### config.mk
export PLATFORM = sky130hd
export DESIGN_NAME = oled_spi_responder
export DESIGN_NICKNAME = d
export VERILOG_FILES = /design/src/rtl/oled_spi_responder.sv
export SDC_FILE = /design/constraint.sdc
export NUM_CORES = 1
export LEC_CHECK = 0
export CORE_AREA = 2 2 87 152
export DETAILED_ROUTE_END_ITERATION = 8
export DIE_AREA = 0 0 89 154
export HOLD_SLACK_MARGIN = 0.1
export PLACE_DENSITY = 0.56
export SLEW_MARGIN = 20
export SYNTH_ARGS = -nofsm -noshare
export SYNTH_HDL_FRONTEND = slang
export SYNTH_SLANG_ARGS = --single-unit
### constraint.sdc
create_clock -name clk -period 4.1 [get_ports clk]
set_clock_uncertainty 0.05 [all_clocks]
set_input_delay 1.025 -clock clk [delete_from_list [all_inputs] [get_ports clk]]
set_output_delay 1.025 -clock clk [all_outputs]
set_load 0.005 [all_outputs]
### src/rtl/oled_spi_responder.sv
// PmodOLED SPI receiver: oversampled byte capture, command/data FIFO,
// panel power-sequence tracking and sticky protocol-violation flags.
module oled_spi_responder #(
  parameter int FIFO_DEPTH     = 8,
  parameter int MIN_RES_CYCLES = 4
) (
  input  logic       clk,
  input  logic       rst,
  input  logic       oled_cs,
  input  logic       oled_sclk,
  input  logic       oled_sdin,
  input  logic       oled_dc,
  input  logic       oled_res,
  input  logic       oled_vdd,
  input  logic       oled_vbat,
  output logic [7:0] rx_data,
  output logic       rx_dc,
  output logic       rx_valid,
  input  logic       rx_ready,
  output logic [2:0] pwr_state,
  output logic       display_on,
  output logic       overflow,
  output logic       frame_err,
  output logic       seq_err
);
  localparam int AW = $clog2(FIFO_DEPTH);
  localparam int CW = $clog2(MIN_RES_CYCLES + 1);
  localparam logic [AW:0] FULL = (AW+1)'(FIFO_DEPTH);
  localparam logic [CW-1:0] MIN_W = CW'(MIN_RES_CYCLES);

  typedef enum logic [2:0] {
    OFF    = 3'd0,
    VDD_ON = 3'd1,
    IN_RES = 3'd2,
    READY  = 3'd3,
    LIT    = 3'd4
  } pwr_t;

  pwr_t state, state_n;
  logic [CW-1:0] cnt, cnt_n;

  // {vbat, vdd, res, dc, sdin, sclk, cs}; reset to the idle/unpowered levels
  localparam logic [6:0] IDLE = 7'b1110001;
  logic [6:0] s1, s2;
  logic sclk_d;

  logic [6:0] shreg;
  logic [2:0] bitcnt;
  logic [8:0] mem [FIFO_DEPTH];
  logic [AW-1:0] wr, rd;
  logic [AW:0] count;

  logic cs_s, sclk_s, sdin_s, dc_s, res_s, vdd_s, vbat_s;
  logic rise, byte_done, full, pop, push_ok, flush;
  logic [7:0] new_byte;
  logic [8:0] head;

  assign cs_s   = s2[0];
  assign sclk_s = s2[1];
  assign sdin_s = s2[2];
  assign dc_s   = s2[3];
  assign res_s  = s2[4];
  assign vdd_s  = s2[5];
  assign vbat_s = s2[6];

  always_ff @(posedge clk or posedge rst) begin
    if (rst) begin
      s1     <= IDLE;
      s2     <= IDLE;
      sclk_d <= 1'b0;
    end else begin
      s1     <= {oled_vbat, oled_vdd, oled_res, oled_dc,
                 oled_sdin, oled_sclk, oled_cs};
      s2     <= s1;
      sclk_d <= sclk_s;
    end
  end

  always_ff @(posedge clk or posedge rst) begin
    if (rst) begin
      state <= OFF;
      cnt   <= '0;
    end else begin
      state <= state_n;
      cnt   <= cnt_n;
    end
  end

  always_comb begin
    state_n = state;
    cnt_n   = cnt;
    if (vdd_s) begin
      state_n = OFF;
    end else begin
      unique case (state)
        OFF:    state_n = VDD_ON;
        VDD_ON: if (!res_s) begin
          state_n = IN_RES;
          cnt_n   = CW'(1);
        end
        IN_RES: if (res_s) begin
          state_n = (cnt >= MIN_W) ? READY : VDD_ON;
        end else if (cnt < MIN_W) begin
          cnt_n = cnt + CW'(1);
        end
        READY: if (!res_s) begin
          state_n = IN_RES;
          cnt_n   = CW'(1);
        end else if (!vbat_s) begin
          state_n = LIT;
        end
        LIT: if (!res_s) begin
          state_n = IN_RES;
          cnt_n   = CW'(1);
        end else if (vbat_s) begin
          state_n = READY;
        end
        default: state_n = OFF;
      endcase
    end
  end

  assign rise      = sclk_s & ~sclk_d;
  assign byte_done = rise & ~cs_s & (bitcnt == 3'd7);
  assign new_byte  = {shreg, sdin_s};
  assign flush     = vdd_s | (state_n == IN_RES && state != IN_RES);
  assign full      = (count == FULL);
  assign rx_valid  = (count != '0);
  assign pop       = rx_valid & rx_ready;
  assign push_ok   = byte_done & (~full | pop) & ~flush;

  always_ff @(posedge clk or posedge rst) begin
    if (rst) begin
      shreg      <= '0;
      bitcnt     <= '0;
      wr         <= '0;
      rd         <= '0;
      count      <= '0;
      display_on <= 1'b0;
      overflow   <= 1'b0;
      frame_err  <= 1'b0;
      seq_err    <= 1'b0;
    end else if (flush) begin
      bitcnt     <= '0;
      wr         <= '0;
      rd         <= '0;
      count      <= '0;
      display_on <= 1'b0;
    end else begin
      if (cs_s) begin
        bitcnt <= '0;
        if (bitcnt != 3'd0) frame_err <= 1'b1;
      end else if (rise) begin
        shreg  <= new_byte[6:0];
        bitcnt <= bitcnt + 3'd1;
      end
      if (pop) rd <= rd + AW'(1);
      if (push_ok) wr <= wr + AW'(1);
      case ({push_ok, pop})
        2'b10:   count <= count + (AW+1)'(1);
        2'b01:   count <= count - (AW+1)'(1);
        default: count <= count;
      endcase
      if (byte_done && full && !pop) overflow <= 1'b1;
      if (byte_done && state != READY && state != LIT) seq_err <= 1'b1;
      if (byte_done && !dc_s) begin
        if (new_byte == 8'hAF) display_on <= 1'b1;
        else if (new_byte == 8'hAE) display_on <= 1'b0;
      end
    end
  end

  always_ff @(posedge clk) begin
    if (push_ok) mem[wr] <= {dc_s, new_byte};
  end

  assign head      = mem[rd];
  assign rx_data   = rx_valid ? head[7:0] : 8'h00;
  assign rx_dc     = rx_valid & head[8];
  assign pwr_state = state;
endmodule

==> impl_metrics.json <==
{
  "status": "finished clean",
  "ir_worst_vdd_v": 0.0003027,
  "worstHoldStart": "s1[2]",
  "pwr-share-comb_pct": 18.0,
  "cts_tree": "yes",
  "cts_sinks": 117,
  "overflow": 0,
  "drc_errors": 0,
  "placed_cells": 501,
  "hold_depth": 0,
  "worstSetupStartpointType": "flop",
  "holdPathEnd": "s2[2]",
  "drv_cap": 0,
  "r2r_cells": 11,
  "clockPowerShare_pct": 40.6,
  "holdWs_ns": 0.2945,
  "min_path_type": "reg -> reg",
  "syn-num-nets": 331,
  "drtPass1Iterations": 4,
  "die_h_um": 154,
  "grt_max_degree": 46,
  "syn-cell-area_um2": 4895,
  "clock.fmax_ghz": 0.2900,
  "fin_util_pct": 48.00,
  "fp.coreArea_um2": 12430,
  "row_count": 54,
  "power_density_nw_per_um2": 587.4,
  "synth_edf_count": 72,
  "tightest_slew_ns": 0.9556,
  "p_leak_uw": 0.002209,
  "worstPathRequired_ns": 3.02,
  "nets": 370,
  "cts_setup_buffers": 0,
  "critPathCaptureType": "output port",
  "ys_ff_latch": 117,
  "dp_hpwl_mm": 6.140,
  "synth_warnings": 0,
  "arrival_ns": 2.37,
  "vias": 2702,
  "ant_nets": 0,
  "initial_core_util_pct": 39.37,
  "cts_hold_buf": 0,
  "tns_ns": 0,
  "synth_area_per_cell_um2": 15.64,
  "syn_inst": 313,
  "rsz0062_at_grt": "no",
  "drive_above_1_share_pct": 23.29,
  "ios": 27,
  "antenna_found_initial": 0,
  "layout.area.seq_um2": 3298,
  "dieArea_um2": 13710,
  "die_w_um": 89,
  "multiInputGateArea_um2": 1501,
  "totalWireLength_mm": 9.364,
  "synth_flop_cell": "edfxtp_1",
  "setup_viol": 0,
  "cts_buffers": 17,
  "internal_power_uw": 2626,
  "yosysSeqAreaShare_pct": 67.38,
  "wl_per_cell_um": 17.57,
  "grt_pass1_wl_mm": 15.32,
  "switching_power_uw": 878.9,
  "fin_cells": 533,
  "h-tree-depth": 4,
  "r2r_slack_ns": 1.02,
  "viasPerCell": 5.069,
  "power_frac_seq_pct": 41.4,
  "port_buffers": 26,
  "p_sw_share_pct": 25.08,
  "worstPathMaxFanout": 20,
  "cts.clk_slew.worst_paths_ns": 0.05,
  "cts_max_path_buffers": 2,
  "insertion_delay_ns": 0.40,
  "path_class": "reg -> out",
  "grt_use_total_pct": 15.43,
  "async_reset_ff_share_pct": 38.46,
  "diodes": 0,
  "reg2reg_from": "count[1]",
  "rr_endpoint": "count[3]",
  "max_slew_margin_pct": 36.20,
  "n_fill_cell": 1118,
  "area_delta_synth_final_pct": 21.91,
  "cts_resized": 0,
  "clock-root-buffer": "clkbuf_16",
  "routabilityCongestion": 0.8177,
  "final_hold_viol_count": 0,
  "synth.distinct_cells": 48,
  "grt_pass1_vias": 2846,
  "slew_viol_final": 0,
  "drtIter0Drc": 157,
  "finalCritPeriodShare_pct": 84.10,
  "period_needed_ns": 3.448
}
-- Yosys cell counts, types with 2 or more instances --
cell / count / area share, %
mux2i_1: 13 / 2.7
edfxtp_1: 72 / 44
xnor2_1: 5 / 0.89
a31oi_1: 3 / 0.38
buf_2: 6 / 0.61
nor4_1: 5 / 0.64
a21oi_1: 10 / 1.0
xor2_1: 5 / 0.89
mux4_2: 18 / 8.3
nor3_1: 10 / 1.0
nand3b_1: 2 / 0.31
ha_1: 8 / 2.0
a21o_1: 3 / 0.46
clkbuf_1: 8 / 0.61
buf_6: 2 / 0.46
a31o_2: 2 / 0.36
nor2_1: 28 / 2.1
nand2b_1: 5 / 0.64
dfstp_2: 8 / 4.3
o21ai_0: 4 / 0.41
o21bai_1: 2 / 0.31
inv_1: 8 / 0.61
nand2_1: 13 / 1.0
a21oi_2: 2 / 0.36
or3_1: 3 / 0.38
mux2_4: 7 / 2.1
dfrtp_1: 37 / 19
nand4bb_1: 2 / 0.46
nor2b_1: 3 / 0.38
-- layout make-up --
cell class / count / area share, %
sequential: 117 / 55.27
multi-input combinational: 170 / 25.16
clock buffer: 23 / 8.010
timing repair buffer: 37 / 5.745
tap: 168 / 3.523
clock inverter: 9 / 1.719
inverter: 9 / 0.5662
-- state kept, by name, summed over array words and instances, names as in the netlist, 4 cells and up --
signal / cells
shreg: 7
mem: 72
s1: 7
s2: 7
count: 4
-- placed cells by master (no fill, tap or decap), drive strengths merged, types with 9 or more instances in the layout --
cell and instances:
mux2i 13, nor3 10, clkdlybuf4s50 26, a21oi 12, buf 11, nand2 13, nor2 29, edfxtp 72
clkbuf 23, inv 9, dfrtp 37, mux4 18
-- cells by family after synthesis --
family          synth area share, %
compound gates                4.499
xor+xnor                      1.789
fa+ha+maj                     2.045
buf+inv                       2.454
flops                         67.38
mux                           13.09
simple gates                  8.743
-- routing by layer --
layer	wire [um]	track usage (%)	part of all wire, %
met3	205	4.348	2.2
met5	0	0	0
met4	166	5.757	1.8
met2	5363	27.40	57
met1	3628	17.05	39
-- power groups by stage --
stage	Sequential, uW	Combinational, uW	Clock [uW]
floorplan	1420	450	0
global placement	1470	642	0
detailed placement	1470	647	0
CTS	1450	652	1450
global route	1460	706	1510
finish	1450	630	1420
-- stage by stage --
| step | setup slack, ns | power (uW) | area, um2 |
|---|---|---|---|
| 2_1_floorplan | 1.268 | 1875 | 4895 |
| 3_3_place_gp | 0.7848 | 2110 | 5386 |
| 3_5_place_dp | 0.7261 | 2121 | 5386 |
| 4_1_cts | 0.5640 | 3556 | 5967 |
| 5_1_grt | 0.4707 | 3681 | 5967 |
| 6_report | 0.6520 | 3505 | 5967 |
-- worst max-delay path: stages (launching register included) --
cell and delay, ns:
dfrtp_1 0.32, buf_4 0.36, mux4_2 0.56, mux2i_1 0.17, nor2_1 0.06, clkdlybuf4s50_1 0.48
-- worst max path at each step --
stage | cells after the start | slack, ns | from | end
finish | 5 | 0.65 | rd[0] | rx_data[2]
global route | 5 | 0.47 | rd[0] | rx_data[0]
CTS | 5 | 0.56 | rd[0] | rx_data[2]
detailed placement | 9 | 0.73 | rx_ready | count[3]
global placement | 9 | 0.78 | rx_ready | count[3]
floorplan | 7 | 1.27 | pwr_state[2] | mem[7][0]
Note: power is estimated with default switching activity, not from simulation.
